--- config.mk ---
export PLATFORM = sky130hd
export DESIGN_NAME = stream_tx_arbiter
export DESIGN_NICKNAME = d
export VERILOG_FILES = /design/src/rtl/stream_tx_arbiter.sv
export SDC_FILE = /design/constraint.sdc
export NUM_CORES = 1
export LEC_CHECK = 0
export ABC_CLOCK_PERIOD_IN_PS = 4100
export BUFFER_PORTS_ARGS = -buffer_cell sky130_fd_sc_hd__buf_2
export CAP_MARGIN = 20
export CORE_UTILIZATION = 52
export CTS_CLUSTER_DIAMETER = 150
export DETAILED_ROUTE_END_ITERATION = 10
export PLACE_DENSITY = 0.81
export SYNTH_ARGS = -nofsm -noshare
export SYNTH_HDL_FRONTEND = slang
export SYNTH_SLANG_ARGS = --single-unit
--- constraint.sdc ---
create_clock -name clk -period 4.1 [get_ports clk]
set_clock_uncertainty 0.05 [all_clocks]
set_input_delay 1.23 -clock clk [delete_from_list [all_inputs] [get_ports clk]]
set_output_delay 1.23 -clock clk [all_outputs]
set_load 0.01 [all_outputs]
--- src/rtl/stream_tx_arbiter.sv ---
// stream_tx_arbiter
//   Round-robin burst arbiter sharing one host-bound byte stream between NCH
//   upstream stream sources. One source is granted per burst (at most
//   MAX_BURST data words), optionally preceded by a channel-header word
//   {4'hA, channel}. Sources flagging ihalffull win arbitration ahead of the
//   others; urgency is only looked at between bursts.
//
// Ports
//   clk        clock
//   rst_n      asynchronous active-low reset
//   itvalid    per-source valid            [NCH]
//   itready    per-source ready (<= 1 hot) [NCH]
//   itdata     source i at [i*DSIZE*8 +: DSIZE*8]
//   ihalffull  per-source urgency hint     [NCH]
//   otvalid    output valid
//   otready    output ready from downstream
//   otdata     output word                 [DSIZE*8]
//   otlast     data beat that completes a MAX_BURST burst
//   och        granted source index (0 while idle)
module stream_tx_arbiter #(
  parameter int NCH       = 4,
  parameter int DSIZE     = 1,
  parameter int MAX_BURST = 64,
  parameter int HEADER_EN = 1
) (
  input  logic                   clk,
  input  logic                   rst_n,
  input  logic [NCH-1:0]         itvalid,
  output logic [NCH-1:0]         itready,
  input  logic [NCH*DSIZE*8-1:0] itdata,
  input  logic [NCH-1:0]         ihalffull,
  output logic                   otvalid,
  input  logic                   otready,
  output logic [DSIZE*8-1:0]     otdata,
  output logic                   otlast,
  output logic [3:0]             och
);

  localparam int DW = DSIZE * 8;
  localparam int BW = $clog2(MAX_BURST + 1);
  localparam logic [BW-1:0] LAST_CNT = BW'(MAX_BURST - 1);

  typedef enum logic [1:0] {
    S_IDLE,
    S_HDR,
    S_DATA
  } state_t;

  state_t          state, state_nx;
  logic [3:0]      grant, grant_nx;
  logic [3:0]      last_grant, last_grant_nx;
  logic [BW-1:0]   beat_cnt, beat_cnt_nx;

  logic [NCH-1:0]  urgent;
  logic [NCH-1:0]  cand;
  logic [NCH-1:0]  rot;
  logic [4:0]      base;
  logic [4:0]      pos;
  logic            found;
  logic [3:0]      pick;
  logic            sel_valid;
  logic [DW-1:0]   sel_data;

  // Selected source's valid/data, muxed by grant.
  always_comb begin
    sel_valid = 1'b0;
    sel_data  = '0;
    for (int unsigned i = 0; i < NCH; i++) begin
      if (grant == 4'(i)) begin
        sel_valid = itvalid[i];
        sel_data  = itdata[i*DW +: DW];
      end
    end
  end

  // Round-robin pick: rotate the candidate set so bit 0 corresponds to
  // last_grant+1, take the lowest set bit, then map back to a source index.
  always_comb begin
    urgent = itvalid & ihalffull;
    cand   = (|urgent) ? urgent : itvalid;
    base   = 5'(last_grant) + 5'd1;
    if (base >= 5'(NCH)) begin
      base = '0;
    end
    rot   = NCH'({cand, cand} >> base);
    found = 1'b0;
    pick  = last_grant;
    pos   = '0;
    for (int unsigned j = 0; j < NCH; j++) begin
      if (!found && rot[j]) begin
        found = 1'b1;
        pos   = base + 5'(j);
        if (pos >= 5'(NCH)) begin
          pos = pos - 5'(NCH);
        end
        pick = 4'(pos);
      end
    end
  end

  always_ff @(posedge clk or negedge rst_n) begin
    if (!rst_n) begin
      state      <= S_IDLE;
      grant      <= '0;
      last_grant <= 4'(NCH - 1);
      beat_cnt   <= '0;
    end else begin
      state      <= state_nx;
      grant      <= grant_nx;
      last_grant <= last_grant_nx;
      beat_cnt   <= beat_cnt_nx;
    end
  end

  always_comb begin
    state_nx      = state;
    grant_nx      = grant;
    last_grant_nx = last_grant;
    beat_cnt_nx   = beat_cnt;
    otvalid       = 1'b0;
    otdata        = '0;
    otlast        = 1'b0;
    och           = '0;
    itready       = '0;

    case (state)
      S_IDLE: begin
        if (|itvalid) begin
          grant_nx      = pick;
          last_grant_nx = pick;
          beat_cnt_nx   = '0;
          state_nx      = (HEADER_EN != 0) ? S_HDR : S_DATA;
        end
      end

      S_HDR: begin
        otvalid     = 1'b1;
        otdata[7:0] = {4'hA, grant};
        och         = grant;
        if (otready) begin
          state_nx = S_DATA;
        end
      end

      S_DATA: begin
        otvalid = sel_valid;
        otdata  = sel_data;
        och     = grant;
        otlast  = sel_valid && (beat_cnt == LAST_CNT);
        for (int unsigned i = 0; i < NCH; i++) begin
          itready[i] = (grant == 4'(i)) && otready;
        end
        // A gap on the granted source ends the burst early; framing
        // downstream is carried by the header, not by otlast.
        if (!sel_valid) begin
          state_nx = S_IDLE;
        end else if (otready) begin
          beat_cnt_nx = beat_cnt + BW'(1);
          if (otlast) begin
            state_nx = S_IDLE;
          end
        end
      end

      default: begin
        state_nx = S_IDLE;
      end
    endcase
  end

endmodule

Yosys cells after proc, flatten, opt, wreduce, memory -nomap -nowiden
Index checks and enable logic that the tools add are counted.
{"block": "op_classes", "addsub": 9, "magnitude_cmp": 5, "eq_ne": 12, "shift": 1, "n_mux": 36, "n_bitwise": 1, "n_reduce_logical": 20}
{"cell": "4-bit 2-to-1 mux", "n": 11}
{"cell": "8-bit 2-to-1 mux", "n": 4}
{"cell": "5-bit by 3-bit >= comparator with 1-bit output, second input constant", "n": 5}
{"cell": "7-bit 2-to-1 mux", "n": 3}
{"cell": "8-bit case mux with 2 select lines", "n": 1}
{"cell": "4-bit by 3-bit subtractor with 4-bit output, second input constant", "n": 4}
{"cell": "7-bit case mux with 2 select lines", "n": 1}
{"cell": "5-bit by 2-bit adder with 5-bit output, second input constant", "n": 2}
{"cell": "2-bit 2-to-1 mux", "n": 5}
{"cell": "4-bit by 2-bit equality test with 1-bit output, second input constant", "n": 2}
{"cell": "1-bit logical AND", "n": 8}
{"cell": "1-bit 2-to-1 mux", "n": 8}
{"cell": "2-bit inequality test, second input constant", "n": 4}
{"cell": "4-bit AND reduction", "n": 2}
{"cell": "4-bit OR reduction", "n": 2}
{"cell": "8-bit by 5-bit right shift with 4-bit output", "n": 1}
{"cell": "7-bit by 1-bit adder with 7-bit output, second input constant", "n": 1}
{"cell": "7-bit by 6-bit equality test with 1-bit output, second input constant", "n": 1}
{"cell": "3-bit inequality test, second input constant", "n": 2}
{"cell": "2-bit case mux with 3 select lines", "n": 1}
{"cell": "4-bit by 1-bit adder with 5-bit output, second input constant", "n": 1}
{"cell": "5-bit by 1-bit adder with 5-bit output, second input constant", "n": 1}
{"cell": "5-bit 2-to-1 mux", "n": 1}
{"cell": "4-bit AND", "n": 1}
{"cell": "10 further kinds", "n": 12}
{"block": "word_totals", "regBits": 17, "inputBits": 43, "output_inout_bits": 18, "wordCells": 88}

Longest topological paths before layout
{"block": "depth", "ltp_word": 14, "depth_mapped": 14, "depth_no_buf": 14}

Least setup slack after synthesis
No wires, ideal clock.
{"block": "synth_timing", "path_type": "reg-to-reg", "startpoint": "register last_grant[0]", "endpoint": "register grant[2]", "setup_ns": 0.129, "t_arrival_ns": 3.254, "t_required_ns": 3.921, "path_slack_ns": 0.667, "path_stages_with_launch": 14, "n_path_buf": 1, "path_cell_list": "dfstp_2 ha_1 or4b_1 buf_2 inv_1 ha_1 a21oi_1 ha_1 nor2_1 o211ai_1 a211o_1 a31oi_1 a31oi_1 o41a_1"}
{"block": "synth_between", "elab_chain_cells": 14, "elab_cells_between_ends": 32}
{"element": "start, declared", "line_no": "51", "source": "logic [3:0] last_grant, last_grant_nx;"}
{"element": "start signal, assigned", "line_no": "105", "source": "last_grant <= 4'(NCH - 1);"}
{"element": "start signal, assigned", "line_no": "110", "source": "last_grant <= last_grant_nx;"}
{"element": "4-bit by 1-bit adder with 5-bit output *", "line_no": "81", "source": "base = 5'(last_grant) + 5'd1;"}
{"element": "5-bit by 3-bit >= comparator with 1-bit output", "line_no": "82", "source": "if (base >= 5'(NCH)) begin"}
{"element": "5-bit 2-to-1 mux *", "line_no": "82"}
{"element": "parallel branches: the longest is 10 deep, another holds 5-bit by 1-bit adder with 5-bit output"}
{"element": "4-bit 2-to-1 mux *", "line_no": "90", "source": "if (!found && rot[j]) begin"}
{"element": "end signal, assigned", "line_no": "109", "source": "grant <= grant_nx;"}
{"element": "end, declared", "line_no": "50", "source": "logic [3:0] grant, grant_nx;"}
Mark *: on every way between the ends.
A chain may end at the register's enable or synchronous reset.

Final worst setup path
Same ends and word-level chain as after synthesis.

==> metrics <==
global-route usage over all layers=0.289; Final Setup Violations=0; grt ovf=0; number of diodes=0; WL met2=between 2000 and 2500 um; synthesized area per cell=roughly 8.2 sq um; Post-Layout Cell Count=roughly 340; Worst slew margin=0.619; cell accounting for the most synthesized area=dfrtp_1; post-CTS setup buffers=0; Worst EP required=4230 ps; die width=approximately 63 um; mapped cell area=1910 sq um; Post-Route M1 WL=around 2300 um; clk buf depth=2; Final GP Congestion=0.940; post-route ant nets=0; post-cts resize count=0; WL met3=approximately 520 um; Placed Instance Area=roughly 2300 sq um; ranking of synthesized cells by area=dfrtp_1 17%, mux4_2 11%, ha_1 7.9%; clk slew on worst S/H paths=90 ps; row cnt=21; Unique masters post-synth=54; f_max=264 MHz; DRT Pass-1 Iters=5; Sink Count=15; Synth Warn #=0; Post-Route WL=around 5300 um; final worst-path cycle share=0.925; vias per inst=6.22; Final Slew Violations=0; Synth Register Bits=15; Top Ports=about 60; # DRC=0; Worst EP arrival=around 4000 ps; commonest cells in the netlist=19 x nand2_1, 18 x a21oi_1, 16 x nor2_1; Setup CP Type=register to register; Leak Pwr=1.02 nW; initial antenna violation count=0; Sw Ratio=0.523; startpoint types=register; CP Capture Type=register; Starting DRT DRC Count=between 200 and 250; CTS tree=done; number of synthesized flops with an enable pin=0; die height=about 63 um; fillers=a little under 300; sequential area share after synthesis=0.198; share of layout cells above drive strength 1=0.306; global-route wire length before repair=approximately 9200 um; port buffer count=60; Final nets=347; Clk pwr share=0.050; status=complete, no violations; core area=between 3000 and 4000 sq um; switching pwr=0.904 mW; final hold vios=0; Fin Setup TNS=0 ps; Hold Path Class=register to register; actual slew at the worst max-slew pin=roughly 570 ps; largest net degree at the start of global routing=16; via count=~2.1k; WL per Instance=about 16 um; Post-synth top flop=dfrtp_1; Syn Nets=288; most frequent cell after synthesis=nand2_1; Int Pwr=roughly 0.8 mW; RSZ-0062 raised after global routing=no; CTS H-Tree Depth=1; Root Buffer Master=clkbuf_4; # hold bufs at CTS=0; Layout Area Growth over Synthesis=19.7%; asr flop ratio synth=1.00; detailed placer's ending HPWL=roughly 4100 um; vias in the first global route=2,001; post-synthesis instance total=around 230; Tot Pwr=around 1.7 mW; DR top layer=met4; share of the synthesized area in the top cell type=0.170; CP max FO=8; total CTS buffers=3; VDD IR max=around 0.47 mV; minimum clock period=3790 ps; cell area after layout=~2300 sq um; Comb power frac=0.778; clock latency at the later pin of the worst-skew pair=~290 ps; MaxCap Viol Count=0; power share of the sequential group=0.172; die area=just under 4000 sq um; Placed Instances=333; PD cells=approximately 760 nW/um^2; Initial Util=0.559
## cell usage in the layout (no fill, tap or decap), types with 3 or more instances in the layout
master,n
and3_1,3
and2_1,6
mux2i_1,3
xnor2_1,3
o211ai_1,6
a211oi_1,3
nand2_1,19
o21a_1,5
a222oi_1,3
nor2_1,16
buf_2,60
o21ai_0,13
clkbuf_4,3
ha_1,12
o22ai_1,3
a31oi_1,4
nor2b_1,8
dfrtp_1,13
a21oi_1,18
nand3_1,5
buf_4,5
mux4_2,9
nor3_1,8
nor4_1,3
inv_1,13
a22oi_1,8
## final timing paths
| path | depth (start not counted) | from | to | slack [ps] |
|---|---|---|---|---|
| max | 12 | last_grant[0] | grant[2] | 310 |
| min | 1 | beat_cnt[0] | beat_cnt[0] | 480 |
| max reg2reg | 12 | last_grant[0] | grant[2] | 310 |
| min reg2reg | 1 | beat_cnt[0] | beat_cnt[0] | 480 |
| max in group asynchronous | 1 | rst_n | last_grant[0] | 2940 |
| min in group asynchronous | 1 | rst_n | state[1] | 770 |
## flip-flops by register name, indices dropped and copies added (netlist names)
name        cells
state           2
beat_cnt        7
last_grant      2
grant           4
## power by group through the flow
| stage | clock network, mW | registers (mW) | logic [mW] |
|---|---|---|---|
| 2_1_floorplan | 0 | 0.252 | 1.00 |
| 3_3_place_gp | 0 | 0.295 | 1.31 |
| 3_5_place_dp | 0 | 0.299 | 1.31 |
| 4_1_cts | 0.0858 | 0.297 | 1.32 |
| 5_1_grt | 0.0946 | 0.311 | 1.48 |
| 6_report | 0.0856 | 0.298 | 1.34 |
## stage by stage
stage | worst slack [ps] | util | hold WS [ps]
final | 308 | 0.669 | 477
after global placement | 384 | 0.661 | 436
after detailed placement | 338 | 0.661 | 474
after floorplan | 667 | - | 417
after CTS | 320 | 0.669 | 485
after global routing | 14.2 | 0.669 | 505
## cell families (layout without fill, tap and decap cells)
kind of cell             Yosys count  after routing  synth area share
flip-flops                        15             15             0.198
AND/OR/NAND/NOR                   81             81             0.218
XOR/XNOR                           4              4            0.0184
other                              2              2           0.00393
multiplexers                      14             14             0.134
AO/OA/AOI/OAI                     80             80             0.298
adder cells (fa/ha/maj)           12             12            0.0786
buffers and inverters             25             83            0.0518
## area by class of cell
cell class / count / area, sq um / area share
inverters: 14 / 52.6 / 0.0230
multi-input cells: 193 / 1430 / 0.627
well taps: 46 / 57.6 / 0.0252
clock buffers: 4 / 26.3 / 0.0115
repair buffers: 65 / 338 / 0.148
flip-flops and latches: 15 / 378 / 0.165
## metal layers
layer  track usage  vias up
li1              -     1000
met1         0.387      950
met2         0.473      132
met3        0.0474       14
met4        0.0930        0
met5             0        -
## worst max-delay path, stage by stage (launching register included)
cell      delay (ps)
dfstp_2          640
ha_1             360
or4b_1           630
inv_1            210
ha_1             310
a21oi_1          110
ha_1             210
nor2_1           100
o211ai_1         100
a211o_1          280
a31oi_1          180
a31oi_1          100
o41a_1           400
No activity file was read; power rests on OpenSTA's default activity.
